--- src/rtl/marker_tx_ctrl.sv ---
`default_nettype none
// ----------------------------------------------------------------------------
// marker_tx_ctrl : pauses the TX packet writer, injects a two-word marker into
// the TX mux and returns the link after a guard interval.  Rev 1.0
// ----------------------------------------------------------------------------
module marker_tx_ctrl #(
  parameter logic [15:0] IDLE_WORD = 16'h00BC,
  parameter logic [7:0]  MARKER_K  = 8'h1C,
  parameter int          GUARD_CYC = 2,
  parameter int          TIMEOUT   = 1024
) (
  input  logic        TX_CLK,
  input  logic        RESET,
  input  logic        ENABLE,
  input  logic        MARKER_REQ,
  input  logic [7:0]  MARKER_CODE,
  input  logic        FIBER_READY,
  output logic        FIBER_HOLD,
  output logic        MARKER_EN,
  output logic [15:0] MARKER_DATA,
  output logic [1:0]  MARKER_KCHAR,
  output logic        MARKER_BUSY,
  output logic        MARKER_SENT,
  output logic [15:0] DROP_CNT,
  output logic        TIMEOUT_ERR
);

  localparam logic [2:0] S_IDLE  = 3'd0;
  localparam logic [2:0] S_HOLD  = 3'd1;
  localparam logic [2:0] S_SEND0 = 3'd2;
  localparam logic [2:0] S_SEND1 = 3'd3;
  localparam logic [2:0] S_GUARD = 3'd4;

  localparam logic [15:0] TIMEOUT_LAST = 16'(TIMEOUT - 1);
  localparam logic [3:0]  GUARD_LAST   = 4'(GUARD_CYC - 1);

  logic [2:0]  state_q, state_d;
  logic [7:0]  code_q, code_d;
  logic [15:0] wait_cnt_q, wait_cnt_d;
  logic [3:0]  guard_cnt_q, guard_cnt_d;
  logic [15:0] drop_cnt_q, drop_cnt_d;
  logic        timeout_err_q, timeout_err_d;
  logic        fiber_hold_q, fiber_hold_d;
  logic        marker_en_q, marker_en_d;
  logic [15:0] marker_data_q, marker_data_d;
  logic [1:0]  marker_kchar_q, marker_kchar_d;
  logic        marker_busy_q, marker_busy_d;
  logic        marker_sent_q, marker_sent_d;

  always_ff @(posedge TX_CLK or posedge RESET) begin
    if (RESET) begin
      state_q        <= S_IDLE;
      code_q         <= '0;
      wait_cnt_q     <= '0;
      guard_cnt_q    <= '0;
      drop_cnt_q     <= '0;
      timeout_err_q  <= 1'b0;
      fiber_hold_q   <= 1'b0;
      marker_en_q    <= 1'b0;
      marker_data_q  <= IDLE_WORD;
      marker_kchar_q <= 2'b01;
      marker_busy_q  <= 1'b0;
      marker_sent_q  <= 1'b0;
    end else begin
      state_q        <= state_d;
      code_q         <= code_d;
      wait_cnt_q     <= wait_cnt_d;
      guard_cnt_q    <= guard_cnt_d;
      drop_cnt_q     <= drop_cnt_d;
      timeout_err_q  <= timeout_err_d;
      fiber_hold_q   <= fiber_hold_d;
      marker_en_q    <= marker_en_d;
      marker_data_q  <= marker_data_d;
      marker_kchar_q <= marker_kchar_d;
      marker_busy_q  <= marker_busy_d;
      marker_sent_q  <= marker_sent_d;
    end
  end

  always_comb begin
    state_d       = state_q;
    code_d        = code_q;
    wait_cnt_d    = wait_cnt_q;
    guard_cnt_d   = guard_cnt_q;
    drop_cnt_d    = drop_cnt_q;
    timeout_err_d = timeout_err_q;
    // Any enabled request outside IDLE is lost, including the GUARD exit cycle.
    if (state_q != S_IDLE && MARKER_REQ && ENABLE && drop_cnt_q != 16'hFFFF)
      drop_cnt_d = drop_cnt_q + 16'd1;
    case (state_q)
      S_IDLE: begin
        if (MARKER_REQ && ENABLE) begin
          state_d    = S_HOLD;
          code_d     = MARKER_CODE;
          wait_cnt_d = '0;
        end
      end
      S_HOLD: begin
        if (FIBER_READY) begin
          state_d = S_SEND0;
        end else if (wait_cnt_q == TIMEOUT_LAST) begin
          state_d       = S_IDLE;
          timeout_err_d = 1'b1;
        end else begin
          wait_cnt_d = wait_cnt_q + 16'd1;
        end
      end
      S_SEND0: state_d = S_SEND1;
      S_SEND1: begin
        state_d     = S_GUARD;
        guard_cnt_d = '0;
      end
      S_GUARD: begin
        if (guard_cnt_q == GUARD_LAST) state_d = S_IDLE;
        else guard_cnt_d = guard_cnt_q + 4'd1;
      end
      default: state_d = S_IDLE;
    endcase
  end

  // Outputs decode the next state so they line up with the state they describe.
  always_comb begin
    fiber_hold_d   = (state_d != S_IDLE);
    marker_busy_d  = (state_d != S_IDLE);
    marker_en_d    = 1'b0;
    marker_data_d  = IDLE_WORD;
    marker_kchar_d = 2'b01;
    marker_sent_d  = 1'b0;
    case (state_d)
      S_SEND0: begin
        marker_en_d    = 1'b1;
        marker_data_d  = {code_q, MARKER_K};
        marker_kchar_d = 2'b01;
      end
      S_SEND1: begin
        marker_en_d    = 1'b1;
        marker_data_d  = {~code_q, code_q};
        marker_kchar_d = 2'b00;
        marker_sent_d  = 1'b1;
      end
      default: ;
    endcase
  end

  assign FIBER_HOLD   = fiber_hold_q;
  assign MARKER_EN    = marker_en_q;
  assign MARKER_DATA  = marker_data_q;
  assign MARKER_KCHAR = marker_kchar_q;
  assign MARKER_BUSY  = marker_busy_q;
  assign MARKER_SENT  = marker_sent_q;
  assign DROP_CNT     = drop_cnt_q;
  assign TIMEOUT_ERR  = timeout_err_q;

endmodule
`default_nettype wire

--- config.mk ---
export PLATFORM = sky130hd
export DESIGN_NAME = marker_tx_ctrl
export DESIGN_NICKNAME = d
export VERILOG_FILES = /design/src/rtl/marker_tx_ctrl.sv
export SDC_FILE = /design/constraint.sdc
export NUM_CORES = 1
export LEC_CHECK = 0
export ABC_AREA = 1
export CORE_MARGIN = 3
export CORE_UTILIZATION = 49
export DETAILED_ROUTE_END_ITERATION = 6
export PLACE_DENSITY = 0.87
export SETUP_SLACK_MARGIN = 0.15
export SLEW_MARGIN = 20
export SYNTH_ARGS = -nofsm -noshare
export SYNTH_HDL_FRONTEND = slang
export SYNTH_SLANG_ARGS = --single-unit
--- constraint.sdc ---
create_clock -name TX_CLK -period 1.9 [get_ports TX_CLK]
set_clock_uncertainty 0.2 [all_clocks]
set_input_delay 0.19 -clock TX_CLK [delete_from_list [all_inputs] [get_ports TX_CLK]]
set_output_delay 0.19 -clock TX_CLK [all_outputs]
set_load 0.05 [all_outputs]
# Yosys cells after proc, flatten, opt, wreduce, memory -nomap -nowiden
# Index checks and enable logic that the tools add are counted.
[word_totals]
word_cells = 58
output_inout_bits = 39
in_bits = 13
register_bits = 69
[op_classes]
add_sub_neg = 3
bitwise = 2
reduce_logical = 14
muxes = 15
eq_ne = 13
[ops]
columns = ["op", "n"]
rows = [
  ["16-bit case mux with 2 select lines", 2],
  ["16-bit two-way mux", 3],
  ["16-bit by 1-bit adder with 16-bit output (second input constant)", 2],
  ["16-bit by 10-bit == test with 1-bit output (second input constant)", 1],
  ["16-bit != test (second input constant)", 1],
  ["3-bit case mux with 5 select lines", 1],
  ["3-bit by 2-bit == test with 1-bit output (second input constant)", 4],
  ["3-bit two-way mux", 4],
  ["2-bit != test (second input constant)", 4],
  ["8-bit inverter", 1],
  ["4-bit case mux with 2 select lines", 1],
  ["3-bit nonzero test", 2],
  ["4-bit by 1-bit adder with 4-bit output (second input constant)", 1],
  ["4-bit by 1-bit == test with 1-bit output (second input constant)", 1],
  ["1-bit logical AND", 4],
  ["4-bit two-way mux", 1],
  ["2-bit AND reduction", 2],
  ["4-bit AND reduction", 1],
  ["2-bit nonzero test", 2],
  ["3-bit by 1-bit == test with 1-bit output (second input constant)", 1],
  ["3-bit == test (second input constant)", 1],
  ["3-bit zero test", 1],
  ["1-bit two-way mux", 3],
  ["3-bit AND reduction", 1],
  ["other kinds (2)", 2],
]

# Logic depth before layout (Yosys ltp)
# Gate-level depths: netlist (run 1).
[logic_depth]
ltp_word = 7
ltp_mapped = 10
ltp_nobuf = 9

# Worst setup path after synthesis (run 1)
# Ideal clock, no wire load.
[synth_timing]
path_kind = "register -> register"
startpoint = "register drop_cnt_q[1], in the netlist DROP_CNT[1]"
endpoint = "register drop_cnt_q[4], in the netlist DROP_CNT[4]"
stages_incl_launch_ff = 10
t_required_ps = 1577
setup_time_ps = 123
t_arrival_ps = 1770
n_path_buf = 1
synth_period_minus_slack_ps = 2094
slack_ps = -194
path_cell_list = "dfrtp_1 > ha_1 > nand3_1 > nor2_2 > nand3_1 > nand2_2 > inv_2 > buf_2 > nand3_1 > nand2_1"
[synth_via]
elab_chain_cells = 2
word_cells_on_any_way = 3
cone_classes = "add/sub: 1; eq/ne: 1; reduce/logical: 1"
[synth_lines]
columns = ["element", "line", "source"]
rows = [
  ["start: declaration", "41", "logic [15:0] drop_cnt_q, drop_cnt_d;"],
  ["start signal: assignment", "69", "drop_cnt_q <= drop_cnt_d;"],
  ["branches (longest 2 deep; another with 16-bit by 1-bit adder with 16-bit output)", "--", ""],
]
# Parallel ways; which one is timed is not known.
# A chain may end at the register's enable or synchronous reset.

# Final worst setup path (run 1)
[layout_timing]
startpoint = "register wait_cnt_q[0]"
endpoint = "register marker_busy_q, in the netlist MARKER_BUSY"
[layout_via]
elab_chain_cells = 5
[layout_lines]
columns = ["element", "line", "source"]
rows = [
  ["start: declaration", "39", "logic [15:0] wait_cnt_q, wait_cnt_d;"],
  ["start signal: assignment", "67", "wait_cnt_q <= wait_cnt_d;"],
  ["16-bit by 10-bit == test with 1-bit output", "101", "end else if (wait_cnt_q == TIMEOUT_LAST) begin"],
  ["3-bit two-way mux", "101", ""],
  ["3-bit two-way mux", "99", "if (FIBER_READY) begin"],
  ["3-bit case mux with 5 select lines", "90", "case (state_q)"],
  ["3-bit nonzero test", "--", ""],
  ["net fiber_hold_d", "43", "logic fiber_hold_q, fiber_hold_d;"],
  ["end signal: assignment", "75", "marker_busy_q <= marker_busy_d;"],
  ["end: declaration", "47", "logic marker_busy_q, marker_busy_d;"],
]
# The timed path passes the listed nets, and every way through them passes these cells.

==> results of run 1 <==
[cells by family (layout without fill, tap and decap cells)]
family	after synthesis	count (layout)	synth area share, %
other cells	1	1	0.1107
xor+xnor	16	16	4.138
buf+inv	57	134	7.203
compound gates	45	45	7.389
simple gates	234	234	29.22
flops	68	68	50.46
fa+ha+maj	4	4	1.478
[critical path, stage by stage (launching register included)]
cell,delay [ns]
dfrtp_1,0.43
ha_4,0.19
nand3_4,0.12
nor2_4,0.14
nand2_2,0.08
a21oi_4,0.14
buf_12,0.17
nand4_1,0.11
[power by group through the flow]
stage	clock (mW)	combinational (mW)	sequential, mW
after global placement	0	2.35	2.12
after detailed placement	0	2.41	2.14
after floorplan	0	0.887	2.89
final	1.37	2.45	2.14
after global routing	1.47	2.63	2.18
after CTS	1.39	2.41	2.12
[per-layer routing]
| metal | vias to the layer above | share of wire, % | routed length (microns) | global-route usage [%] |
|---|---|---|---|---|
| met2 | 115 | 49 | 3946 | 36.77 |
| met3 | 13 | 7.1 | 569 | 6.636 |
| met1 | 1448 | 42 | 3412 | 27.37 |
| li1 | 1476 | - | - | - |
| met5 | - | 0 | 0 | 0 |
| met4 | 0 | 1.4 | 112 | 6.901 |
[registers in the layout (all words and copies together) (netlist names), 3 cells and up]
signal,count
code_q,8
DROP_CNT,16
MARKER_DATA,16
guard_cnt_q,4
wait_cnt_q,16
state_q,3
[Yosys cell counts]
| library cell | instances |
|---|---|
| nand2_1 | 141 |
| dfrtp_1 | 62 |
| inv_1 | 44 |
| nor2_1 | 42 |
| o21ai_0 | 31 |
| nand3_1 | 26 |
| xor2_1 | 15 |
| nand4_1 | 7 |
| dfstp_2 | 6 |
| o21ai_1 | 6 |
| nor3_1 | 5 |
| ha_1 | 4 |
| buf_2 | 3 |
| buf_4 | 3 |
| nand2_2 | 3 |
| nor2_2 | 3 |
| nor3b_1 | 3 |
| o21bai_1 | 3 |
| a21oi_1 | 2 |
| buf_6 | 2 |
| clkbuf_1 | 2 |
| clkinv_1 | 2 |
| nand3b_1 | 2 |
| a21oi_4 | 1 |
| a31o_2 | 1 |
| conb_1 | 1 |
| inv_2 | 1 |
| nand3_4 | 1 |
| nor2_4 | 1 |
| o21a_1 | 1 |
| xnor2_1 | 1 |
[cell type report]
type	instances	area [sq um]	share of cell area, %
Clock buffer	9	123.9	2.852
Clock inverter	7	105.1	2.420
Inverter	47	182.7	4.206
Multi-Input combinational cell	300	1489	34.28
Sequential cell	68	1725	39.73
Tap cell	77	96.34	2.218
Timing Repair Buffer	71	620.6	14.29
[per-stage QoR]
step / worst slack [ns] / util, % / cell area [sq um]
final: 0.1795 / 66.49 / 4343
after global routing: 0.09025 / 66.49 / 4343
after CTS: 0.1836 / 65.98 / 4309
after detailed placement: 0.01895 / 62.01 / 4050
after global placement: 0.06923 / 62.01 / 4050
after floorplan: 0.1119 / - / 3430
[path summary, 6_finish.rpt]
kind,from,endpoint
setup / recovery,wait_cnt_q[0],MARKER_BUSY
hold / removal,MARKER_CODE[3],code_q[3]
setup reg to reg,wait_cnt_q[0],MARKER_BUSY
hold reg to reg,code_q[3],MARKER_DATA[3]
max in group asynchronous,RESET,MARKER_DATA[2]
min in group asynchronous,RESET,DROP_CNT[4]
[what timing repair did]
item	4_1_cts	5_1_grt
pin swaps	1	0
hold buffers	1	0
setup buffers	4	0
endpoints found under the setup margin	32	22
hold endpoints to repair	13	0
gates resized for setup	16	10
==> impl_metrics.ini, run 1 <==
[global_route]
antenna_found_initial = 0
grt_pass1_wl_mm = 13.34
grt.overflow.total = 0
grt_max_degree = 25
grt_pass1_vias = 2931
grtUsageTotal_pct = 21.97

[clocking]
cts_max_level = 3
clk_pin_slew_worst_paths_ns = 0.08
clock-root-buffer = clkbuf_8
cts.path.max_buffers = 2
cts_sinks = 68
insertion_delay_ns = 0.35
cts_tree = yes
numCtsBuffers = 9

[detailed_routing]
drtIter0Drc = 234
first_pass_iters = 5
drc_errors = 0
viasPerCell = 5.271
routedWlPerCell_microns = 13.89
drtAntennaViolNets = 0
wirelength_mm = 8.041
routed-via-count = 3052

[synthesis]
syn_inst = 425
syn_avg_cell_area_sq_um = 7.969
syn_nets = 442
yosysWarnings = 0
synthDominantCellAreaShare_pct = 45.81
ys_ff_latch = 68
syn_area_sq_mm = 0.003387
synth_area_leaders = dfrtp_1 46%, nand2_1 16%, inv_1 4.9%
ys_seq_area_share_pct = 50.46
yosysUniqueCellTypes = 31
synth_top_area_cell = dfrtp_1

[pwr]
ir_worst_vdd_v = 0.0008910
cellLeakagePower_nw = 2.127
seqPwrFrac_pct = 35.8
fin_total_pwr_mw = 5.962
netSwitchingFraction_pct = 43.98
clockPowerShare_pct = 23.1
switchingPower_mw = 2.622
power_density_mw_per_mm2 = 1373
combPwrFrac_pct = 41.1
internal_power_mw = 3.339

[timing]
setup_tns_ns = 0
setup_viol = 0
rsz0062_at_grt = true
slew_headroom_pct = 65.18
hold_viol = 0
clock.fmax_ghz = 0.5812
period_minus_slack_ns = 1.721
fin_crit_sh_pct = 90.55
hold_ws_ns = 0.1961
worstMarginPinSlew_ns = 0.5244
slew_violations = 0

[floorplanning]
rows = 29
coreArea_sq_mm = 0.006531
die_area_sq_mm = 0.007946
pin_count = 52
die_y_microns = 89.14
start_util_pct = 51.86
die_w_microns = 89.14

[run_status]
outcome = finished clean

[final_layout]
fillers = 537
area_delta_synth_final_pct = 28.22
antenna-diode-count = 0
layout_commonest_cell = nand2_1
fin_cells = 579
final_cell_mix = 141 x nand2_1, 49 x dfrtp_1, 43 x inv_1
final_nets = 514
final_layout_size_suffix_gt1_share_pct = 19.52

[setup_path]
r2r_cells = 7
rrSetupSlack_ns = 0.18
crit_required_ns = 1.91
startpoint_type = flop
path_max_fanout = 24
cp.arrival_ns = 1.73
critPathKind = reg -> reg
worst_setup_path_end_kind = flop

[hold_path]
hold_depth = 3
hold_path.class = in -> reg

[place]
gp_congestion = 0.8729
port_buffers = 50
dp.final_hpwl_mm = 5.660
dp.cells = 558

[run]
maxCapViolCount = 0
No activity file was read; power rests on OpenSTA's default activity.
==> inputs of run 2 (changes only) <==
--- a/config.mk
+++ b/config.mk
@@ -9,7 +9,7 @@
 export CORE_MARGIN = 3
 export CORE_UTILIZATION = 49
 export DETAILED_ROUTE_END_ITERATION = 6
-export PLACE_DENSITY = 0.87
+export PLACE_DENSITY_LB_ADDON = 0.25
 export SETUP_SLACK_MARGIN = 0.15
 export SLEW_MARGIN = 20
 export SYNTH_ARGS = -nofsm -noshare
==> run 2 against run 1 <==
Net effect: clock-buffer cell count is 3 higher; utilization up 0.057 points; non-clock buffer count grew 5; sequential power is essentially flat; register-to-register slack is essentially flat; wire length about the same.
==> impl_metrics.ini, run 2 (same netlist as run 1, synthesis figures left out) <==
[detailed_routing]
wirelength_mm = 8.038
viasPerCell = 5.183
drtAntennaViolNets = 0
routed-via-count = 3027
drc_errors = 0
first_pass_iters = 4
routedWlPerCell_microns = 13.76
drtIter0Drc = 170

[pwr]
fin_total_pwr_mw = 5.761
power_density_mw_per_mm2 = 1325
cellLeakagePower_nw = 2.120
ir_worst_vdd_v = 0.001165

[clocking]
cts.path.max_buffers = 2
clk_pin_slew_worst_paths_ns = 0.08
cts_tree = yes
numCtsBuffers = 9
cts_max_level = 3
hold_buffers = 0
cts_sinks = 68
insertion_delay_ns = 0.34
clock-root-buffer = clkbuf_8

[global_route]
antenna_found_initial = 0
grt_pass1_vias = 2915
grt_max_degree = 29
grtUsageTotal_pct = 21.82
grt.overflow.total = 0
grt_pass1_wl_mm = 13.42

[timing]
setup_viol = 0
slew_violations = 0
setup_tns_ns = 0
hold_viol = 0
rsz0062_at_grt = true
fin_crit_sh_pct = 90.18
period_minus_slack_ns = 1.713
clock.fmax_ghz = 0.5837
setup_slack_ns = 0.1867

[final_layout]
antenna-diode-count = 0
area_delta_synth_final_pct = 28.33
fillers = 522
layout_commonest_cell = nand2_1
final_core_util_pct = 66.55
final_cell_mix = 136 x nand2_1, 49 x dfrtp_1, 49 x buf_4
final_layout_size_suffix_gt1_share_pct = 21.50
final_nets = 519
final_area_sq_mm = 0.004347

[setup_path]
critPathKind = reg -> reg
path_max_fanout = 7
crit_required_ns = 1.92
worst_setup_path_end_kind = flop
cp.arrival_ns = 1.73
r2r_cells = 9
startpoint_type = flop

[floorplanning]
start_util_pct = 51.86
pin_count = 52
die_y_microns = 89.14
rows = 29
die_area_sq_mm = 0.007946
coreArea_sq_mm = 0.006531
die_w_microns = 89.14

[place]
gp_congestion = 0.8656
port_buffers = 50
dp.final_hpwl_mm = 5.690
placed_area_sq_mm = 0.004020
dp_slack_ns = 0.1168

[run_status]
outcome = finished clean

[run]
maxCapViolCount = 0

[hold_path]
hold_path.class = in -> async
run 2: critical path: stages, from the launching register on:
cell	delay, ns
dfrtp_2	0.43
ha_4	0.17
nand3_2	0.12
nor2_4	0.13
nand3_1	0.10
nand2_2	0.13
buf_4	0.16
nor2_1	0.05
nand2_1	0.06
nand2_1	0.05
run 2: path summary, 6_finish.rpt:
check                                  endpoint            from  slack [ns]
worst min-delay path                DROP_CNT[1]           RESET        0.01
worst min register to register   MARKER_DATA[3]       code_q[3]        0.29
min in group TX_CLK                   code_q[6]  MARKER_CODE[6]        0.21
worst max register to register      DROP_CNT[7]     DROP_CNT[0]        0.19
max in group asynchronous       MARKER_KCHAR[0]           RESET        0.93
worst max-delay path                DROP_CNT[7]     DROP_CNT[0]        0.19
run 2: what timing repair did:
action | CTS | global route
cloned | 0 | 1
setup endpoints to repair | 22 | 27
resized for setup | 13 | 20
endpoints found under the hold margin | 0 | 0
buffers inserted | 2 | 8
pin swaps | 1 | 6
run 2: where the power goes:
| part | internal (mW) | leakage [nW] | switching, mW |
|---|---|---|---|
| clock | 0.608 | 0.0906 | 0.549 |
| sequential | 1.87 | 0.875 | 0.241 |
| combinational | 0.753 | 1.16 | 1.74 |
| total | 3.23 | 2.12 | 2.53 |
run 2: metal layers:
| metal | track usage (%) | vias up | share of wire (%) |
|---|---|---|---|
| li1 | - | 1486 | - |
| met1 | 28.36 | 1409 | 44 |
| met2 | 35.37 | 113 | 47 |
| met3 | 4.977 | 19 | 6.8 |
| met4 | 8.796 | 0 | 1.8 |
| met5 | 0 | - | 0 |
run 2: area by class of cell:
cell class                 instances  area [sq um]  area share (%)
sequential                        68          1725           39.69
multi-input combinational        300          1506           34.66
timing repair buffer              76         649.4           14.94
inverter                          47         182.7           4.203
clock buffer                      12         135.1           3.109
tap                               77         96.34           2.216
clock inverter                     4         51.30           1.180
run 2: metrics by stage:
| stage | hold slack, ns | instances |
|---|---|---|
| 2_1_floorplan | 0.1110 | 425 |
| 3_5_place_dp | 0.2716 | 557 |
| 6_report | 0.01282 | 584 |
| 5_1_grt | 0.03290 | 584 |
| 4_1_cts | 0.01817 | 575 |
| 3_3_place_gp | 0.2637 | 557 |
==> inputs of run 3 (changes only) <==
--- a/config.mk
+++ b/config.mk
@@ -5,13 +5,11 @@
 export SDC_FILE = /design/constraint.sdc
 export NUM_CORES = 1
 export LEC_CHECK = 0
-export ABC_AREA = 1
 export CORE_MARGIN = 3
-export CORE_UTILIZATION = 49
+export CORE_UTILIZATION = 48
 export DETAILED_ROUTE_END_ITERATION = 6
 export PLACE_DENSITY_LB_ADDON = 0.25
 export SETUP_SLACK_MARGIN = 0.15
-export SLEW_MARGIN = 20
 export SYNTH_ARGS = -nofsm -noshare
 export SYNTH_HDL_FRONTEND = slang
 export SYNTH_SLANG_ARGS = --single-unit
==> run 3 against run 2 <==
Net effect: the run now ends with negative setup slack left; fmax fell by 30%; power is 3.5% higher; clock-buffer cell count fell by 1; die area is 5.5% lower; cell count fell by 13%; critical endpoint is now wait_cnt_q[11]; largest cell class unchanged; highest routed layer unchanged.
==> impl_metrics.ini, run 3 <==
[timing]
setup_slack_ns = -0.5513
fin_crit_sh_pct = 129.0
setup_tns_ns = -5.377
slew_violations = 0
hold_ws_ns = 0.08896
clock.fmax_ghz = 0.4079
hold_viol = 0
period_minus_slack_ns = 2.451
rsz0062_at_grt = true
setup_viol = 19

[synthesis]
syn_avg_cell_area_sq_um = 10.24
yosysWarnings = 0
yosys_most_used_dff = dfrtp_1
syn_nets = 322
synth_edf_count = 0
syn_inst = 305
syn_area_sq_mm = 0.003122
synth_most_common_cell = dfrtp_1
synth_top_area_cell = dfrtp_1
ys_seq_area_share_pct = 54.75
synth_area_leaders = dfrtp_1 50%, nand2_1 5.9%, dfstp_2 5.1%
synthTopCellsByCount = 62 x dfrtp_1, 49 x nand2_1, 19 x nand3_1
yosysUniqueCellTypes = 49
async_flop_share_pct = 100.0
ys_ff_latch = 68
synthDominantCellAreaShare_pct = 49.70

[detailed_routing]
drc_errors = 0
wirelength_mm = 9.146
routed-via-count = 2944
drtIter0Drc = 166
first_pass_iters = 5
routedWlPerCell_microns = 18.08
drtAntennaViolNets = 0
viasPerCell = 5.818

[pwr]
power_density_mw_per_mm2 = 1258
ir_worst_vdd_v = 0.001037
cellLeakagePower_nw = 2.153
fin_total_pwr_mw = 5.964

[clocking]
cts_tree = yes
numCtsBuffers = 9
cts_max_level = 3
clk_pin_slew_worst_paths_ns = 0.07
insertion_delay_ns = 0.35
clock-root-buffer = clkbuf_8
hold_buffers = 0
cts_sinks = 68
cts.path.max_buffers = 2

[final_layout]
antenna-diode-count = 0
fin_cells = 506
final_area_sq_mm = 0.004742
final_nets = 443
fillers = 367
layout_commonest_cell = buf_4
final_cell_mix = 88 x buf_4, 48 x nand2_1, 46 x dfrtp_1
final_core_util_pct = 77.79
area_delta_synth_final_pct = 51.90
final_layout_size_suffix_gt1_share_pct = 44.08

[global_route]
grt_pass1_vias = 2834
gr-max-usage-layer = met2
grt_pass1_wl_mm = 13.42
grtUsageMet2_pct = 35.95
grt.overflow.total = 0
antenna_found_initial = 0
grt_max_degree = 69
grtUsageTotal_pct = 22.99
met3_usage_pct = 4.753
grt_util_met1_pct = 30.45

[run_status]
violations = negative setup slack
outcome = complete, but fails checks

[place]
dp_slack_ns = -0.7873
dp.cells = 467
port_buffers = 50
placed_area_sq_mm = 0.004081
gp_congestion = 0.8539
dp.final_hpwl_mm = 5.020

[floorplanning]
die_w_microns = 86.65
rows = 28
die_y_microns = 86.65
coreArea_sq_mm = 0.006096
pin_count = 52
start_util_pct = 51.21
die_area_sq_mm = 0.007507

[setup_path]
crit_required_ns = 1.97
path_max_fanout = 7
worst_setup_path_end_kind = flop
cp.arrival_ns = 2.52
startpoint_type = flop
critPathKind = reg -> reg

[hold_path]
hold_path.class = in -> async

[run]
maxCapViolCount = 0
[run 3: changes by cell type in the layout (fill, tap and decap cells not counted), moves of 7 or more]
cell     before  now
a21oi_1       2   14
nand2_1     136   48
nand3_1      25   12
o21ai_1       8    0
nor2_1       40    2
buf_6         3   10
buf_4        49   88
xor2_1       15    6
o21ai_0      29   13
inv_1        43    5
[run 3: power breakdown]
| group | switching (mW) | internal (mW) | leakage, nW | total [mW] |
|---|---|---|---|---|
| clock network | 0.579 | 0.614 | 0.0901 | 1.19 |
| registers | 0.271 | 1.86 | 0.866 | 2.13 |
| logic | 1.65 | 0.995 | 1.20 | 2.64 |
| total | 2.50 | 3.47 | 2.15 | 5.96 |
[run 3: metal layers]
metal  vias up  routed length [microns]
met5         -                        0
met4         0                      360
met3        34                      553
met1      1437                     3862
li1       1341                        -
met2       132                     4369
[run 3: repair_timing]
action                     4_1_cts  5_1_grt
setup endpoints to repair       49       43
setup buffers                   11       10
pin swaps                       18       11
cloned                           2        0
resized for setup               46       33
[run 3: cell type report]
| class | count | area, sq um | share of cell area [%] |
|---|---|---|---|
| sequential | 68 | 1729 | 36.46 |
| multi-input combinational | 215 | 1640 | 34.59 |
| timing repair buffer | 126 | 1059 | 22.32 |
| clock buffer | 11 | 131.4 | 2.770 |
| tap | 75 | 93.84 | 1.979 |
| clock inverter | 5 | 62.56 | 1.319 |
| inverter | 6 | 26.28 | 0.5541 |
[run 3: path summary, 6_finish.rpt]
path / startpoint / endpoint / slack [ns] / cells after the start
hold reg to reg: code_q[2] / MARKER_DATA[10] / 0.29 / 2
hold / removal: RESET / MARKER_DATA[15] / 0.09 / 3
setup reg to reg: state_q[2] / wait_cnt_q[11] / -0.55 / 4
max in group asynchronous: RESET / DROP_CNT[11] / 1.07 / 3
setup / recovery: state_q[2] / wait_cnt_q[11] / -0.55 / 4
min in group TX_CLK: MARKER_CODE[6] / code_q[6] / 0.16 / 3
[run 3: worst max-delay path, stage by stage, from the launching register on]
cell and delay, ns:
dfrtp_1 0.39, or4b_4 0.52, or4_4 0.59, or4_4 0.54, a21oi_2 0.14
[run 3: cell families after synthesis]
| logic type | synth area share [%] |
|---|---|
| buf+inv | 3.527 |
| xor+xnor | 3.928 |
| mux | 1.964 |
| other cells | 0.1201 |
| flops | 54.75 |
| compound gates | 10.02 |
| fa+ha+maj | 1.603 |
| simple gates | 24.09 |
